File: config.mk
export PLATFORM = sky130hd
export DESIGN_NAME = md_unit
export DESIGN_NICKNAME = d
export VERILOG_FILES = /design/src/rtl/md_unit.sv
export SDC_FILE = /design/constraint.sdc
export NUM_CORES = 1
export LEC_CHECK = 0
export BUFFER_PORTS_ARGS = -buffer_cell sky130_fd_sc_hd__buf_2
export CAP_MARGIN = 20
export CORE_MARGIN = 2
export CORE_UTILIZATION = 40
export DETAILED_ROUTE_END_ITERATION = 10
export GPL_ROUTABILITY_DRIVEN = 0
export PLACE_DENSITY_LB_ADDON = 0.3
export SETUP_SLACK_MARGIN = 0.3
export SYNTH_ARGS = -nofsm -noshare
export SYNTH_HDL_FRONTEND = slang
export SYNTH_SLANG_ARGS = --single-unit
File: constraint.sdc
create_clock -name i_clk -period 4.15 [get_ports i_clk]
set_input_delay 0 -clock i_clk [delete_from_list [all_inputs] [get_ports i_clk]]
set_output_delay 0 -clock i_clk [all_outputs]
set_load 0.01 [all_outputs]
File: src/rtl/md_unit.sv
// Iterative multiply/divide unit: shift-add multiply and restoring divide, one bit per clock.
// Optional macro MD_SIGNED_EN enables two's-complement operation selected by OP[2].
module md_unit #(
  parameter int WIDTH = 16,
  parameter int CNT_W = 5
) (
  input  logic             i_clk,
  input  logic             i_clr,
  input  logic             i_start,
  input  logic [2:0]       i_op,
  input  logic [WIDTH-1:0] i_a,
  input  logic [WIDTH-1:0] i_b,
  output logic             o_busy,
  output logic             o_done,
  output logic [WIDTH-1:0] o_result,
  output logic             o_dz
);

  localparam int IDX_W = $clog2(WIDTH);

  typedef enum logic [1:0] {
    S_IDLE = 2'd0,
    S_RUN  = 2'd1,
    S_DONE = 2'd2
  } state_t;

  state_t               r_state;
  state_t               w_state_nx;
  logic [CNT_W-1:0]     r_cnt;
  logic [WIDTH-1:0]     r_a;
  logic [WIDTH-1:0]     r_b;
  logic [1:0]           r_op;
  logic [2*WIDTH-1:0]   r_acc;
  logic                 r_busy;
  logic                 r_done;
  logic [WIDTH-1:0]     r_result;
  logic                 r_dz;

  logic                 w_accept;
  logic                 w_last;
  logic                 w_step;
  logic [IDX_W-1:0]     w_idx;
  logic [IDX_W-1:0]     w_div_idx;
  logic [WIDTH-1:0]     w_acc_hi;
  logic [WIDTH-1:0]     w_acc_lo;
  logic [WIDTH:0]       w_sum;
  logic [WIDTH:0]       w_shift;
  logic [WIDTH:0]       w_trial;
  logic [2*WIDTH-1:0]   w_acc_step;
  logic [2*WIDTH-1:0]   w_fix;
  logic [WIDTH-1:0]     w_final;
  logic                 w_dz;

`ifdef MD_SIGNED_EN
  logic                 r_signed;
  logic                 r_neg_a;
  logic                 r_neg_b;
  logic                 w_neg_a;
  logic                 w_neg_b;
  assign w_neg_a = i_op[2] & i_a[WIDTH-1];
  assign w_neg_b = i_op[2] & i_b[WIDTH-1];
`else
  logic                 w_unused_op2;
  assign w_unused_op2 = i_op[2];
`endif

  assign w_accept = (r_state == S_IDLE) && i_start;
  assign w_last   = (r_state == S_RUN) && (r_cnt == CNT_W'(WIDTH));
  assign w_step   = (r_state == S_RUN) && !w_last;
  assign w_dz     = r_op[1] && (r_b == WIDTH'(0));

  always_comb begin
    w_state_nx = r_state;
    case (r_state)
      S_IDLE: begin
        if (i_start) w_state_nx = S_RUN;
        else         w_state_nx = S_IDLE;
      end
      S_RUN: begin
        if (r_cnt == CNT_W'(WIDTH)) w_state_nx = S_DONE;
        else                        w_state_nx = S_RUN;
      end
      S_DONE:  w_state_nx = S_IDLE;
      default: w_state_nx = S_IDLE;
    endcase
  end

  // Multiply keeps the partial product in the high half and shifts right;
  // divide keeps the partial remainder high and shifts quotient bits in low.
  always_comb begin
    w_idx      = r_cnt[IDX_W-1:0];
    w_div_idx  = IDX_W'(WIDTH - 1) - w_idx;
    w_acc_hi   = r_acc[2*WIDTH-1:WIDTH];
    w_acc_lo   = r_acc[WIDTH-1:0];
    w_sum      = {1'b0, w_acc_hi} + {1'b0, r_a};
    w_shift    = {w_acc_hi, r_a[w_div_idx]};
    w_trial    = w_shift - {1'b0, r_b};
    w_acc_step = r_acc;
    if (!r_op[1]) begin
      if (r_b[w_idx]) w_acc_step = {w_sum, w_acc_lo[WIDTH-1:1]};
      else            w_acc_step = {1'b0, w_acc_hi, w_acc_lo[WIDTH-1:1]};
    end else begin
      if (!w_trial[WIDTH]) w_acc_step = {w_trial[WIDTH-1:0], w_acc_lo[WIDTH-2:0], 1'b1};
      else                 w_acc_step = {w_shift[WIDTH-1:0], w_acc_lo[WIDTH-2:0], 1'b0};
    end
  end

  // A zero divisor yields an all-ones quotient and remainder = |A| from the core itself.
  always_comb begin
    w_fix = r_acc;
`ifdef MD_SIGNED_EN
    if (r_signed) begin
      if (!r_op[1]) begin
        if (r_neg_a ^ r_neg_b) w_fix = -r_acc;
        else                   w_fix = r_acc;
      end else begin
        if ((r_neg_a ^ r_neg_b) && !w_dz) w_fix[WIDTH-1:0] = -w_acc_lo;
        else                              w_fix[WIDTH-1:0] = w_acc_lo;
        if (r_neg_a) w_fix[2*WIDTH-1:WIDTH] = -w_acc_hi;
        else         w_fix[2*WIDTH-1:WIDTH] = w_acc_hi;
      end
    end else begin
      w_fix = r_acc;
    end
`endif
    if (r_op[0]) w_final = w_fix[2*WIDTH-1:WIDTH];
    else         w_final = w_fix[WIDTH-1:0];
  end

  always_ff @(posedge i_clk) begin
    if (i_clr) begin
      r_state  <= S_IDLE;
      r_cnt    <= CNT_W'(0);
      r_a      <= WIDTH'(0);
      r_b      <= WIDTH'(0);
      r_op     <= 2'b00;
      r_acc    <= (2*WIDTH)'(0);
      r_busy   <= 1'b0;
      r_done   <= 1'b0;
      r_result <= WIDTH'(0);
      r_dz     <= 1'b0;
`ifdef MD_SIGNED_EN
      r_signed <= 1'b0;
      r_neg_a  <= 1'b0;
      r_neg_b  <= 1'b0;
`endif
    end else begin
      r_state <= w_state_nx;
      r_busy  <= (w_state_nx != S_IDLE);
      r_done  <= (w_state_nx == S_DONE);
      if (w_accept) begin
        r_cnt <= CNT_W'(0);
        r_acc <= (2*WIDTH)'(0);
        r_op  <= i_op[1:0];
`ifdef MD_SIGNED_EN
        r_signed <= i_op[2];
        r_neg_a  <= w_neg_a;
        r_neg_b  <= w_neg_b;
        r_a      <= w_neg_a ? (WIDTH'(0) - i_a) : i_a;
        r_b      <= w_neg_b ? (WIDTH'(0) - i_b) : i_b;
`else
        r_a      <= i_a;
        r_b      <= i_b;
`endif
      end else if (w_step) begin
        r_acc <= w_acc_step;
        r_cnt <= r_cnt + CNT_W'(1);
      end
      if (w_last) begin
        r_result <= w_final;
        r_dz     <= w_dz;
      end
    end
  end

  assign o_busy   = r_busy;
  assign o_done   = r_done;
  assign o_result = r_result;
  assign o_dz     = r_dz;

endmodule

==> qor.yml <==
outcome: "finished clean"
arrival_ns: 3.87
drc: 0
clk_pin_slew_worst_paths_ns: 0.07
grt_pass1_wl_mm: 24.9
htreeDepth: 3
hpwl_mm: 11.1
fin_crit_sh: 0.875
grt_use_met3: 0.0507
portBuffers: 55
yosysMostFrequentCell: "nand2_1"
async_flop_share: 0
fillers: 1353
r2r_slack_ns: 0.52
vias: 5164
setup_violations: 0
ir_drop_uv: 402
power_uw: 2440
synth.top_cells.by_count: "nand2_1, dfxtp_1, nor2_1"
die_w_um: 123
yosys-top-cells-area: "dfxtp_1, ha_1, mux2i_1, nand2_1, a21oi_1"
required_ns: 4.39
start_util: 0.411
grtUsageMet2: 0.344
die_area_um2: 15200
clkSinkCount: 92
die_height_um: 123
endpoint_kind: "flop"
synthCells: 688
grtUsageTotal: 0.209
max_freq_ghz: 0.275
antenna_found_initial: 0
clk_path_buf_depth: 2
synth_area_leader_cell: "dfxtp_1"
max_slew_margin: 0.326
grt-ovfl-total: 0
ys_ff_latch: 92
yosysSeqAreaShare: 0.323
yosysTopAreaCellShare: 0.323
crit_end: "r_acc[20]$_SDFFE_PP0P_"
gr-max-usage-layer: "met2"
syn_nets: 762
clock_skew_ns: 0.00697
r2r-start: "r_cnt[1]$_SDFFE_PP0P_"
wl_per_cell_um: 16.0
grt_max_degree: 58
tightest_slew_ns: 1.01
critPathKind: "reg -> reg"
coreArea_um2: 13900
synth_ff_type: "dfxtp_1"
hold_class: "in -> reg"
period_needed_ns: 3.63
cp-start-kind: "flop"
reg2reg_depth: 14
seq_area_um2: 1850
drt-total-wl_mm: 15.1
multi_input_area_um2: 3620
maxCapViolCount: 0
pwr_density_cell_nw_per_um2: 359
rows: 43
io_pins: 57
rsz0062_at_grt: "false"
tns_ns: 0
grt_pass1_vias: 5066
worstReg2RegEnd: "r_acc[20]$_SDFFE_PP0P_"
cts_tree: "done"
synth_edf_count: 0
clock_latency_ns: 0.35
yosys_warnings: 0
grtUsageMet1: 0.267
worstSetupStartpoint: "r_cnt[1]$_SDFFE_PP0P_"
drive_above_1_share: 0.142
cts_made_buffers: 9
critPathMaxFanout: 13
syn_area_um2: 5710
area_growth_pct: 19.3
drtPass1Iterations: 4
p_leak_uw: 0.00270
drt_iter0_drc: 299
antenna_left: 0
finalHoldViolCount: 0
synth_cell_types: 64
layout.nets: 832
syn_avg_cell_area_um2: 8.29
vias_per_cell: 5.48
cts-root-buf: "clkbuf_16"
antennaDiodeCount: 0
drv_slew: 0
postCtsSetupBuffers: 0
area by class of cell:
cell class                 instances  share of cell area
clock buffer                      10              0.0351
sequential                        92               0.272
timing repair buffer              98               0.101
clock inverter                     6              0.0138
tap                              180              0.0331
inverter                          24              0.0132
multi-input combinational        533               0.532
worst min-delay path by stage:
| stage | startpoint | end | slack (ns) | depth (start not counted) |
|---|---|---|---|---|
| 6_report | i_start | r_acc[0]$_SDFFE_PP0P_ | 0.21 | 5 |
| 5_1_grt | i_start | r_acc[0]$_SDFFE_PP0P_ | 0.24 | 5 |
| 4_1_cts | i_start | r_acc[0]$_SDFFE_PP0P_ | 0.20 | 5 |
| 3_5_place_dp | i_op[1] | r_op[1]$_SDFFE_PP0P_ | 0.25 | 3 |
| 3_3_place_gp | i_a[3] | r_a[3]$_SDFFE_PP0P_ | 0.24 | 3 |
| 2_1_floorplan | i_b[11] | r_b[11]$_SDFFE_PP0P_ | 0.14 | 2 |
through the flow:
stage                util  cells  setup slack [ns]  hold WS, ns  instance area (um^2)
floorplan               -    688             0.478        0.136                  5710
global placement    0.440    893             0.344        0.242                  6110
detailed placement  0.440    893             0.232        0.247                  6110
CTS                 0.489    943             0.332        0.196                  6790
global route        0.490    943             0.328        0.240                  6810
finish              0.490    943             0.517        0.208                  6810
cell usage in the layout (no fill, tap or decap), types with 5 or more instances in the layout:
cell type	instances
o211ai_1	6
a31oi_1	6
inv_1	24
nand4_1	5
o21ai_0	24
or3_1	6
a211oi_1	34
nand3_1	9
a21oi_1	55
o21ai_1	12
o21a_1	10
buf_2	55
dlygate4sd3_1	34
clkbuf_16	9
nand2_1	100
mux4_2	10
nand2b_1	8
xor2_1	11
mux2i_1	40
dfxtp_1	89
buf_4	8
nor3_1	9
nor2_1	70
nor2b_1	5
ha_1	34
a21o_1	6
xnor2_1	14
worst max-delay path, cell delays in order, from the launching register on:
cell	delay, ns
dfxtp_2	0.42
mux4_2	0.54
mux4_2	0.50
inv_1	0.07
ha_1	0.17
fa_1	0.19
nand2b_1	0.17
a21oi_2	0.10
o211ai_1	0.25
a31oi_2	0.17
o21a_2	0.28
nor2_2	0.13
buf_6	0.18
mux2i_1	0.24
o21ai_1	0.10
logic make-up (layout without fill, tap and decap cells):
family	Yosys count	after routing	synth area share
simple gates	230	230	0.177
compound gates	188	188	0.215
flops	92	92	0.323
buf+inv	63	138	0.0452
mux	54	54	0.120
fa+ha+maj	36	36	0.0816
xor+xnor	25	25	0.0384
metal layers:
metal	share of wire	up-vias
met5	0	-
met2	0.46	140
met1	0.46	2386
met3	0.047	28
li1	-	2610
met4	0.024	0
report_power, final:
group | internal, uW | total [uW] | switching, uW
logic | 242 | 533 | 291
clock network | 551 | 933 | 382
registers | 921 | 974 | 53.3
total | 1710 | 2440 | 726
state kept, by name (all words and copies together), names as in the netlist:
register / count
o_busy: 1
o_done: 1
o_dz: 1
o_result: 16
r_a: 16
r_acc: 32
r_b: 16
r_cnt: 5
r_op: 2
r_state: 2
repair_timing:
action,4_1_cts,5_1_grt
hold endpoints to repair,34,0
gates resized for setup,3,5
setup endpoints to repair,6,16
hold buffers,34,0
No activity file was read; power rests on OpenSTA's default activity.
